[src/rtl/ldpc_pkg.sv]
// Shared definitions for the LDPC hard-decision output block: size defaults,
// FSM state encoding and the parity-check row masks.
package ldpc_pkg;

   localparam int unsigned N_DEF = 64;
   localparam int unsigned W_DEF = 8;
   localparam int unsigned M_DEF = 32;

   typedef enum logic [1:0] {
      ST_IDLE    = 2'd0,
      ST_CAPTURE = 2'd1,
      ST_STREAM  = 2'd2
   } ldpc_state_t;

   // Each row checks bits r, r+M and one scattered bit, giving every row weight 3.
   function automatic logic [M_DEF-1:0][N_DEF-1:0] gen_h_mask();
      logic [M_DEF-1:0][N_DEF-1:0] h;
      h = '0;
      for (int unsigned r = 0; r < M_DEF; r++) begin
         h[r][r]                   = 1'b1;
         h[r][r + M_DEF]           = 1'b1;
         h[r][(r * 7 + 5) % N_DEF] = 1'b1;
      end
      return h;
   endfunction

   localparam logic [M_DEF-1:0][N_DEF-1:0] H_MASK = gen_h_mask();

endpackage

[src/rtl/ldpc_syndrome.sv]
// Combinational syndrome check: ok is high when every masked XOR-reduce of
// the codeword is zero.
module ldpc_syndrome
   import ldpc_pkg::*;
#(
   parameter int unsigned               N    = N_DEF,
   parameter int unsigned               M    = M_DEF,
   parameter logic [M-1:0][N-1:0]       MASK = H_MASK
) (
   input  logic [N-1:0] cw,
   output logic         ok
);

   always_comb begin
      ok = 1'b1;
      for (int unsigned r = 0; r < M; r++) begin
         if (^(cw & MASK[r])) ok = 1'b0;
      end
   end

endmodule

[src/rtl/ldpc_hd_out.sv]
// Captures the decoder hard decision on each rising edge of over and streams
// it out W bits per word. Optional syndrome check: define LDPC_SYNDROME_EN.
module ldpc_hd_out
   import ldpc_pkg::*;
#(
   parameter int unsigned N = N_DEF,
   parameter int unsigned W = W_DEF,
   parameter int unsigned M = M_DEF
) (
   input  logic         clk,
   input  logic         rst,
   input  logic         over,
   input  logic [N-1:0] hd,
   output logic [W-1:0] dout,
   output logic         dout_valid,
   input  logic         dout_ready,
   output logic         dout_last,
   output logic         busy,
   output logic [15:0]  frame_cnt,
   output logic         drop
`ifdef LDPC_SYNDROME_EN
   ,
   output logic         syndrome_ok
`endif
);

   localparam int unsigned   NW       = N / W;
   localparam int unsigned   IW       = (NW > 1) ? $clog2(NW) : 1;
   localparam logic [IW-1:0] LAST_IDX = IW'(NW - 1);

   if ((N % W) != 0 || NW == 0 || M == 0) begin : g_bad_cfg
      $error("ldpc_hd_out: N must be a non-zero multiple of W and M must be non-zero");
   end

   ldpc_state_t   state, state_n;
   logic          over_q, over_prev, primed;
   logic          rise, xfer, at_last;
   logic [N-1:0]  frame_q;
   logic [IW-1:0] idx;

   // The first sample after reset seeds the history from over itself, so a
   // level already high when reset releases is not seen as a new edge.
   always_ff @(posedge clk or posedge rst) begin
      if (rst) begin
         over_q    <= 1'b0;
         over_prev <= 1'b0;
         primed    <= 1'b0;
      end else begin
         over_q    <= over;
         over_prev <= primed ? over_q : over;
         primed    <= 1'b1;
      end
   end

   assign rise    = over_q & ~over_prev;
   assign at_last = (idx == LAST_IDX);
   assign xfer    = (state == ST_STREAM) && dout_ready;

   always_ff @(posedge clk or posedge rst) begin
      if (rst) state <= ST_IDLE;
      else     state <= state_n;
   end

   always_comb begin
      state_n = state;
      case (state)
         ST_IDLE:    if (rise) state_n = ST_CAPTURE;
         ST_CAPTURE: state_n = ST_STREAM;
         ST_STREAM:  if (xfer && at_last) state_n = ST_IDLE;
         default:    state_n = ST_IDLE;
      endcase
   end

   always_ff @(posedge clk or posedge rst) begin
      if (rst) begin
         frame_q   <= '0;
         idx       <= '0;
         frame_cnt <= '0;
         drop      <= 1'b0;
      end else begin
         drop <= rise && (state != ST_IDLE);
         if (state == ST_IDLE && rise) frame_q <= hd;
         if (state == ST_CAPTURE)      idx <= '0;
         else if (xfer)                idx <= at_last ? '0 : idx + IW'(1);
         if (xfer && at_last)          frame_cnt <= frame_cnt + 16'd1;
      end
   end

   always_comb begin
      dout_valid = (state == ST_STREAM);
      busy       = (state != ST_IDLE);
      dout_last  = dout_valid && at_last;
      dout       = dout_valid ? frame_q[idx*W +: W] : '0;
   end

`ifdef LDPC_SYNDROME_EN
   logic syn_ok;

   ldpc_syndrome #(.N(N), .M(M)) u_syndrome (
      .cw (frame_q),
      .ok (syn_ok)
   );

   always_ff @(posedge clk or posedge rst) begin
      if (rst)                      syndrome_ok <= 1'b0;
      else if (state == ST_CAPTURE) syndrome_ok <= syn_ok;
   end
`endif

endmodule

[config.mk]
export PLATFORM = sky130hd
export DESIGN_NAME = ldpc_hd_out
export DESIGN_NICKNAME = d
export VERILOG_FILES = /design/src/rtl/ldpc_pkg.sv /design/src/rtl/ldpc_syndrome.sv /design/src/rtl/ldpc_hd_out.sv
export SDC_FILE = /design/constraint.sdc
export NUM_CORES = 1
export LEC_CHECK = 0
export CAP_MARGIN = 25
export CELL_PAD_IN_SITES_DETAIL_PLACEMENT = 1
export CELL_PAD_IN_SITES_GLOBAL_PLACEMENT = 2
export CORE_MARGIN = 5
export CORE_UTILIZATION = 36
export DETAILED_ROUTE_END_ITERATION = 6
export PLACE_DENSITY_LB_ADDON = 0.1
export SYNTH_ARGS = -nofsm -noshare
export SYNTH_HDL_FRONTEND = slang
export SYNTH_SLANG_ARGS = --single-unit
[constraint.sdc]
create_clock -name clk -period 8.4 [get_ports clk]
set_input_delay 2.1 -clock clk [delete_from_list [all_inputs] [get_ports clk]]
set_output_delay 2.1 -clock clk [all_outputs]
set_load 0.01 [all_outputs]
==> flow_summary.yaml <==
placement:
  io_buffers: 95
  placed_cell_area_um2: 5120
  hpwl_um: 7220
  gp_congestion: 0.718
drt:
  num_vias: 2713
  via_per_inst: 4.99
  drtPass1Iterations: 4
  routedWlPerCell_um: 18.3
  dr.first_iter.drc_count: 82
  drc: 0
  antenna_left: 0
  wl_um: 9970
setup_path:
  r2r_setup_slack_ps: 5560
  reg2reg_depth: 5
  endpoint_kind: "primary output"
  timing.rr.start: "idx[2]"
  crit_required_ps: 6300
  worstPathArrival_ps: 2770
  start_kind: "flop"
  critPathKind: "reg -> out"
  cp_max_fo: 12
  worstReg2RegEnd: "frame_cnt[15]"
clock_network:
  cts.sinks: 89
  h-tree-depth: 3
  cts_made_buffers: 9
  ctsResizeCount: 0
  cts_tree: "yes"
  cts_max_path_buffers: 2
  postCtsHoldBufs: 0
  clk_pin_slew_worst_paths_ps: 70
  root_buffer: "clkbuf_16"
  clk_latency_ps: 330
  post_cts_buffers: 0
yosys:
  synth_edf_count: 0
  ys_seq_area_frac: 0.549
  synthesis.area_um2: 4050
  synth_cell_types: 32
  synth_fp_nets: 380
  async_reset_ff_frac: 1.00
  ys_ff_latch: 89
  yosysWarnings: 0
  syn_area_per_cell_um2: 13.1
  synth_cells: 309
  synth-main-ff-cell: "dfrtp_1"
floorplan:
  initial_core_util: 0.371
  die_w_um: 116
  chipHeight_um: 116
  rows: 38
  design.core.area_um2: 10900
  dieArea_um2: 13500
  num_io_pins: 96
timing:
  grt_setup_unrepaired: "false"
  setup_tns_ps: 0
  timing.final.max_slew_violations: 0
  slew_headroom: 0.391
  skew_ps: 7.31
  period_share: 0.580
  finalHoldViolCount: 0
  finalSetupViolCount: 0
  tightest_slew_ps: 914
  post-route-min-period_ps: 4870
  max_clock_freq_mhz: 205
cells_and_area:
  fin_area_um2: 5470
  antennaDiodeCount: 0
  nNetsFinal: 471
  area_delta_synth_final_pct: 35.0
  drive_above_1_share: 0.240
run:
  maxCapViolations: 0
worst_hold_path:
  holdPathStages: 1
  hp-start: "frame_cnt[15]"
  hold_end: "frame_cnt[15]"
  hold_class: "reg -> reg"
outcome:
  status: "completed"
global_routing:
  grt_max_degree: 78
  grt_remaining_overflow: 0
  grt_pass1_vias: 3015
  antenna_found_initial: 0
  grt_usage: 0.153
  grt_pass1_wl_um: 15800
pwr:
  p_leak_nw: 2.22
  powerDensity_nw_per_um2: 312
  vdd_drop_max_mv: 0.140
## routing by layer
layer  routed length [µm]  global-route usage
met5                    0                   0
met4                   40              0.0278
met2                 5260               0.264
met1                 4220               0.195
met3                  440              0.0409
## layout make-up
type / instances / area (µm²)
fillers: 1177 / 5460
flip-flops and latches: 89 / 2230
multi-input cells: 198 / 1740
repair buffers: 98 / 993
clock buffers: 11 / 243
well taps: 140 / 175
clock inverters: 4 / 77.6
inverters: 4 / 16.3
## per-stage QoR
stage,utilization,hold WS (ps),cells,setup WS [ps],power [mW]
6_report,0.500,479,544,3530,1.71
5_1_grt,0.500,510,544,3240,1.82
4_1_cts,0.498,479,543,3500,1.73
3_5_place_dp,0.469,465,528,3860,1.30
3_3_place_gp,0.469,464,528,3860,1.28
2_1_floorplan,-,475,309,3990,1.08
## worst max-delay path, cell delays in order, from the launching register on
cell and delay [ps]:
dfrtp_1 590, nor2b_1 720, o21ai_0 220, a211oi_1 310, clkdlybuf4s50_1 600
## power breakdown
part	internal [mW]	total, mW	switching (mW)	leakage (nW)
logic	0.333	0.541	0.208	0.976
registers	0.599	0.737	0.138	1.09
clock network	0.268	0.431	0.163	0.156
## cell usage after synthesis, types with 6 or more instances
cell,number,share of area
o21ai_0,13,0.016
nor2_1,6,0.0056
xnor2_1,9,0.019
a211oi_1,8,0.015
nor2b_1,7,0.011
mux2i_1,24,0.059
buf_2,10,0.012
dfrtp_1,89,0.55
nand2_1,15,0.014
a22o_1,8,0.017
mux2_2,73,0.20
## logic make-up (layout without fill, tap and decap cells)
| kind of cell | count (synthesis) | in the layout | share of synthesized area |
|---|---|---|---|
| muxes | 97 | 97 | 0.262 |
| DFF | 89 | 89 | 0.549 |
| and+or+nand+nor | 50 | 50 | 0.0698 |
| AOI/OAI and AO/OA | 33 | 33 | 0.0546 |
| buffers and inverters | 22 | 117 | 0.0238 |
| xor gates and xnor gates | 14 | 14 | 0.0302 |
| adders and majority gates | 3 | 3 | 0.00926 |
| other | 1 | 1 | 0.000925 |
## how the worst max path moves through the flow
stage | start | depth (start not counted) | end
6_report | state[1] | 4 | dout[0]
5_1_grt | state[1] | 4 | dout[1]
4_1_cts | state[1] | 4 | dout[1]
3_5_place_dp | state[1] | 4 | dout[1]
3_3_place_gp | state[1] | 4 | dout[1]
2_1_floorplan | rst | 1 | drop
## flip-flops by register name, indices dropped and copies added, names as in the netlist
register   count
over_prev      1
over_q         1
drop           1
state          2
idx            3
frame_q       64
primed         1
frame_cnt     16
## cell usage in the layout, fill, tap and decap left out, types with 3 or more instances in the layout
cell,synthesis,final
clkdlybuf4s50_1,0,95
dfrtp_1,89,88
mux2_2,73,73
mux2i_1,24,24
nand2_1,15,15
o21ai_0,13,13
xnor2_1,9,9
clkbuf_16,0,9
a22o_1,8,8
a211oi_1,8,8
nor2b_1,7,7
nand4_1,5,5
nor2_1,6,5
xor2_1,5,5
nand3_1,4,4
a31oi_1,3,3
inv_1,4,3
ha_1,3,3
Note: power is estimated with default switching activity, not from simulation.
